===== config.mk =====
export PLATFORM = sky130hd
export DESIGN_NAME = operand_fetch
export DESIGN_NICKNAME = d
export VERILOG_FILES = /design/src/rtl/operand_fetch.sv
export SDC_FILE = /design/constraint.sdc
export NUM_CORES = 1
export LEC_CHECK = 0
export CORE_UTILIZATION = 40
export DETAILED_ROUTE_END_ITERATION = 10
export DONT_BUFFER_PORTS = 1
export PLACE_DENSITY = 0.52
export SETUP_SLACK_MARGIN = 0.5
export SYNTH_ARGS = -nofsm -noshare
export SYNTH_HDL_FRONTEND = slang
export SYNTH_SLANG_ARGS = --single-unit

===== constraint.sdc =====
create_clock -name clk -period 2.8 [get_ports clk]
set_clock_uncertainty 0.1 [all_clocks]
set_input_delay 0.56 -clock clk [delete_from_list [all_inputs] [get_ports clk]]
set_output_delay 0.56 -clock clk [all_outputs]
set_load 0.05 [all_outputs]

===== src/rtl/operand_fetch.sv =====
// Operand fetch stage: decodes the instruction, tracks in-flight destinations in a
// busy scoreboard, stalls on hazards and selects operands with an optional writeback bypass.
module operand_fetch #(
  parameter bit FWD_EN = 1'b1
) (
  input  logic        clk,
  input  logic        rst_n,
  input  logic        in_valid,
  output logic        in_ready,
  input  logic [31:0] in_pc,
  input  logic [31:0] in_instr,
  output logic [4:0]  read_reg_1,
  output logic [4:0]  read_reg_2,
  input  logic [31:0] read_data_1,
  input  logic [31:0] read_data_2,
  input  logic        wb_en,
  input  logic [4:0]  wb_rd,
  input  logic [31:0] wb_data,
  input  logic        flush,
  output logic        out_valid,
  input  logic        out_ready,
  output logic [31:0] out_pc,
  output logic [6:0]  out_opcode,
  output logic [2:0]  out_funct3,
  output logic [6:0]  out_funct7,
  output logic [4:0]  out_rd,
  output logic [31:0] out_rs1_val,
  output logic [31:0] out_rs2_val,
  output logic [31:0] out_imm,
  output logic        out_wr_rd,
  output logic        out_illegal
);

  typedef enum logic [2:0] {IMM_NONE, IMM_I, IMM_S, IMM_B, IMM_U, IMM_J} imm_kind_t;

  logic [6:0]  opcode;
  logic [4:0]  rs1, rs2, rd;
  logic        use1, use2, wr_op, illegal, wr_rd;
  imm_kind_t   kind;
  logic [31:0] imm;
  logic [31:0] busy, busy_next;
  logic        fwd1, fwd2, haz1, haz2, hazard, accept, fire;
  logic [31:0] op1, op2;

  assign opcode     = in_instr[6:0];
  assign rd         = in_instr[11:7];
  assign rs1        = in_instr[19:15];
  assign rs2        = in_instr[24:20];
  assign read_reg_1 = rs1;
  assign read_reg_2 = rs2;

  always_comb begin
    use1    = 1'b0;
    use2    = 1'b0;
    wr_op   = 1'b0;
    illegal = 1'b0;
    kind    = IMM_NONE;
    case (opcode)
      7'b0110011: begin use1 = 1'b1; use2 = 1'b1; wr_op = 1'b1; end
      7'b0010011, 7'b0000011, 7'b1100111: begin use1 = 1'b1; wr_op = 1'b1; kind = IMM_I; end
      7'b0100011: begin use1 = 1'b1; use2 = 1'b1; kind = IMM_S; end
      7'b1100011: begin use1 = 1'b1; use2 = 1'b1; kind = IMM_B; end
      7'b0110111, 7'b0010111: begin wr_op = 1'b1; kind = IMM_U; end
      7'b1101111: begin wr_op = 1'b1; kind = IMM_J; end
      default: illegal = 1'b1;
    endcase
  end

  always_comb begin
    imm = '0;
    case (kind)
      IMM_I:   imm = {{20{in_instr[31]}}, in_instr[31:20]};
      IMM_S:   imm = {{20{in_instr[31]}}, in_instr[31:25], in_instr[11:7]};
      IMM_B:   imm = {{19{in_instr[31]}}, in_instr[31], in_instr[7], in_instr[30:25], in_instr[11:8], 1'b0};
      IMM_U:   imm = {in_instr[31:12], 12'b0};
      IMM_J:   imm = {{11{in_instr[31]}}, in_instr[31], in_instr[19:12], in_instr[20], in_instr[30:21], 1'b0};
      default: imm = '0;
    endcase
  end

  assign wr_rd = wr_op && (rd != '0);

  // A busy source is still usable when its value is being written back this cycle.
  assign fwd1 = FWD_EN && wb_en && (wb_rd == rs1);
  assign fwd2 = FWD_EN && wb_en && (wb_rd == rs2);
  assign haz1 = use1 && (rs1 != '0) &&
                ((busy[rs1] && !fwd1) || (out_valid && out_wr_rd && (out_rd == rs1)));
  assign haz2 = use2 && (rs2 != '0) &&
                ((busy[rs2] && !fwd2) || (out_valid && out_wr_rd && (out_rd == rs2)));
  assign hazard = haz1 || haz2;

  assign in_ready = (!out_valid || out_ready) && !hazard && !flush;
  assign accept   = in_valid && in_ready;
  assign fire     = out_valid && out_ready && !flush;

  assign op1 = (rs1 == '0) ? '0 : (fwd1 ? wb_data : read_data_1);
  assign op2 = (rs2 == '0) ? '0 : (fwd2 ? wb_data : read_data_2);

  // Clear first so a same-index issue overrides the writeback.
  always_comb begin
    busy_next = busy;
    if (wb_en && (wb_rd != '0)) busy_next[wb_rd] = 1'b0;
    if (fire && out_wr_rd)      busy_next[out_rd] = 1'b1;
    busy_next[0] = 1'b0;
  end

  always_ff @(posedge clk or negedge rst_n) begin
    if (!rst_n) busy <= '0;
    else        busy <= busy_next;
  end

  always_ff @(posedge clk or negedge rst_n) begin
    if (!rst_n) begin
      out_valid   <= 1'b0;
      out_pc      <= '0;
      out_opcode  <= '0;
      out_funct3  <= '0;
      out_funct7  <= '0;
      out_rd      <= '0;
      out_rs1_val <= '0;
      out_rs2_val <= '0;
      out_imm     <= '0;
      out_wr_rd   <= 1'b0;
      out_illegal <= 1'b0;
    end else if (accept) begin
      out_valid   <= 1'b1;
      out_pc      <= in_pc;
      out_opcode  <= opcode;
      out_funct3  <= in_instr[14:12];
      out_funct7  <= in_instr[31:25];
      out_rd      <= rd;
      out_rs1_val <= op1;
      out_rs2_val <= op2;
      out_imm     <= imm;
      out_wr_rd   <= wr_rd;
      out_illegal <= illegal;
    end else if (fire || flush) begin
      out_valid <= 1'b0;
    end
  end

endmodule

==> impl_metrics.tcl <==
set metrics [dict create \
    vias_per_cell 5.77 \
    htreeDepth 4 \
    drc 0 \
    p_leak_nw 5.31 \
    grt_usage_pct 22.3 \
    cp_max_fo 2 \
    crit_type "flop to primary output" \
    synth_area_mm2 0.00964 \
    wl_per_cell_um 24.3 \
    grt_pass1_vias 6930 \
    rows 56 \
    yosysTopAreaCell "dfrtp_1" \
    die_w_um 157 \
    drv_slew 0 \
    fp.dieH_um 157 \
    ys_ff_latch 184 \
    areaGrowthSynthToFinish_pct 23.4 \
    via_count 6819 \
    total_power_mw 8.25 \
    antenna_left 0 \
    dr.pass1.iters 5 \
    avgSynthCellArea_um2 11.8 \
    setup_viol 102 \
    final_nets 1022 \
    maxCapViolCount 0 \
    end_kind "primary output" \
    initial_core_util_pct 40.9 \
    setup_ws_ns -0.315 \
    gp_congestion 0.868 \
    synth.area.top_cells "dfrtp_1 48%, mux2i_1 11%, mux2_2 10%" \
    grt_max_degree 185 \
    start_kind "flop" \
    core_mm2 0.0235 \
    utilization_pct 50.5 \
    cts_buffers 17 \
    portBuffers 0 \
    grt_first_pass_wirelength_um 41100 \
    dp_hpwl_um 18700 \
    cp.required_ns 2.14 \
    cts_tree "yes" \
    synth_cell_type_count 48 \
    cts.sinks 184 \
    status "complete, but fails checks" \
    setup_tns_ns -6.67 \
    hold_violations 184 \
    reg2reg_setup_slack_ns -0.11 \
    finalCritPeriodShare_pct 111 \
    power.density_mw_per_mm2 693 \
    dpl_worst_slack_ns -0.123 \
    fmax_mhz 321 \
    die-area_mm2 0.0247 \
    num-fill-cells 2095 \
    num_antenna_cells 0 \
    drive_gt1_share_pct 32.2 \
    relSlewSlack_pct 60.4 \
    yosysWarnings 0 \
    fin_crit_ns 3.12 \
    clock_latency_ns 0.44 \
    tightestPinTransition_ns 0.595 \
    antenna_found_initial 0 \
    crit_arrival_ns 2.46 \
    instances_no_fill 1182 \
    ios 335 \
    hold_slack_ns -0.291 \
    drtIter0Drc 375 \
    synth_top_area_share_pct 47.8 \
    grt_overflow_total 0 \
    ys_seq_area_share_pct 47.8 \
    path_clk_slew_ns 0.08 \
    root_buffer "clkbuf_16" \
    rsz0062_at_grt "yes" \
    failed_checks "negative hold slack, negative setup slack" \
    cts.path.max_buffers 2 \
    dp.cells 1108 \
    wirelength_um 28700 \
    vdd_ir_drop_max_mv 0.296 \
    hold_class "input pin to async pin" \
    syn_nets 986 \
    syn_inst 815 \
]
==> state kept, by name, indices dropped and copies added (netlist names) <==
| name | flops |
|---|---|
| out_imm | 32 |
| out_pc | 32 |
| out_rs1_val | 32 |
| out_rs2_val | 32 |
| busy | 31 |
| out_funct7 | 7 |
| out_opcode | 7 |
| out_rd | 5 |
| out_funct3 | 3 |
| out_illegal | 1 |
| out_valid | 1 |
| out_wr_rd | 1 |
==> stage by stage <==
step                      hold slack (ns)  area (µm²)
after floorplan                     0.164        9680
after global placement              0.170       10000
after detailed placement            0.170       10000
after CTS                          -0.308       11400
after global routing               -0.314       11900
final                              -0.291       11900
==> cells in the final DEF (no fill, tap or decap), drive strengths merged, types with 6 or more instances in the layout <==
cell,count
a21oi,25
clkinv,7
xor2,14
inv,36
nand2,20
o21ai,69
dfrtp,184
or3b,6
clkbuf,18
mux2i,102
nor2,75
mux4,10
buf,81
xnor2,6
nand3b,13
mux2,129
nand3,9
==> routing by layer <==
metal	track usage, %	routed length [µm]
met4	7.21	501
met2	38.1	14400
met3	6.28	2250
met1	27.0	11500
met5	0	0
==> synth_stat cells, drive strengths merged <==
| cell type | n |
|---|---|
| a2111oi | 1 |
| a211oi | 3 |
| a21oi | 25 |
| a221o | 2 |
| a22o | 4 |
| a31o | 2 |
| a31oi | 4 |
| and2 | 2 |
| and3 | 4 |
| buf | 47 |
| clkbuf | 17 |
| dfrtp | 184 |
| inv | 31 |
| mux2 | 129 |
| mux2i | 102 |
| mux4 | 10 |
| nand2 | 20 |
| nand2b | 3 |
| nand3 | 9 |
| nand3b | 13 |
| nand4 | 2 |
| nor2 | 75 |
| nor2b | 5 |
| nor3 | 2 |
| nor3b | 1 |
| nor4 | 5 |
| nor4b | 3 |
| o2111a | 2 |
| o2111ai | 1 |
| o211ai | 2 |
| o21ai | 69 |
| o221a | 1 |
| o32a | 1 |
| o32ai | 1 |
| or2 | 2 |
| or3 | 3 |
| or3b | 6 |
| or4 | 2 |
| xnor2 | 6 |
| xor2 | 14 |
==> where the power goes <==
part           leakage (nW)  internal, mW  switching [mW]
Sequential             2.30          2.99            1.54
Clock                 0.277          1.20            1.21
Combinational          2.73         0.822           0.478
==> worst max-delay path, cell delays in order (launching register included) <==
cell	delay [ns]
dfrtp_1	0.40
mux4_2	0.47
mux2_4	0.29
nor3b_4	0.24
nor4b_4	0.10
a21oi_2	0.14
o2111a_2	0.23
buf_12	0.14
==> path summary, 6_finish.rpt <==
path | startpoint | cells past startpoint | to
setup / recovery | busy[7] | 7 | in_ready
hold / removal | rst_n | 0 | out_funct7[4]
setup reg to reg | busy[7] | 13 | out_rs2_val[25]
hold reg to reg | busy[4] | 2 | busy[4]
max in group asynchronous | rst_n | 0 | busy[22]
min in group clk | in_instr[25] | 2 | out_imm[5]
==> logic make-up after synthesis <==
logic type,synth area share (%)
simple gates,8.14
flops,47.8
xor+xnor,1.82
compound gates,7.26
mux,29.6
buf+inv,5.36
==> cell type report <==
cell class                      instances  area [µm²]  share of cell area [%]
Multi-Input combinational cell        536        4920                    41.4
Sequential cell                       184        4600                    38.7
Timing Repair Buffer                   81        1280                    10.8
Clock buffer                           18         439                    3.69
Tap cell                              319         399                    3.36
Clock inverter                         13         130                    1.09
Inverter                               31         116                   0.979
==> timing repair <==
| item | CTS | global route |
|---|---|---|
| cloned | 14 | 0 |
| endpoints found under the hold margin | 184 | 184 |
| pin swaps | 5 | 4 |
| resized for setup | 54 | 100 |
| setup buffers | 21 | 8 |
| setup endpoints to repair | 154 | 154 |
(Power assumes the default switching activity.)
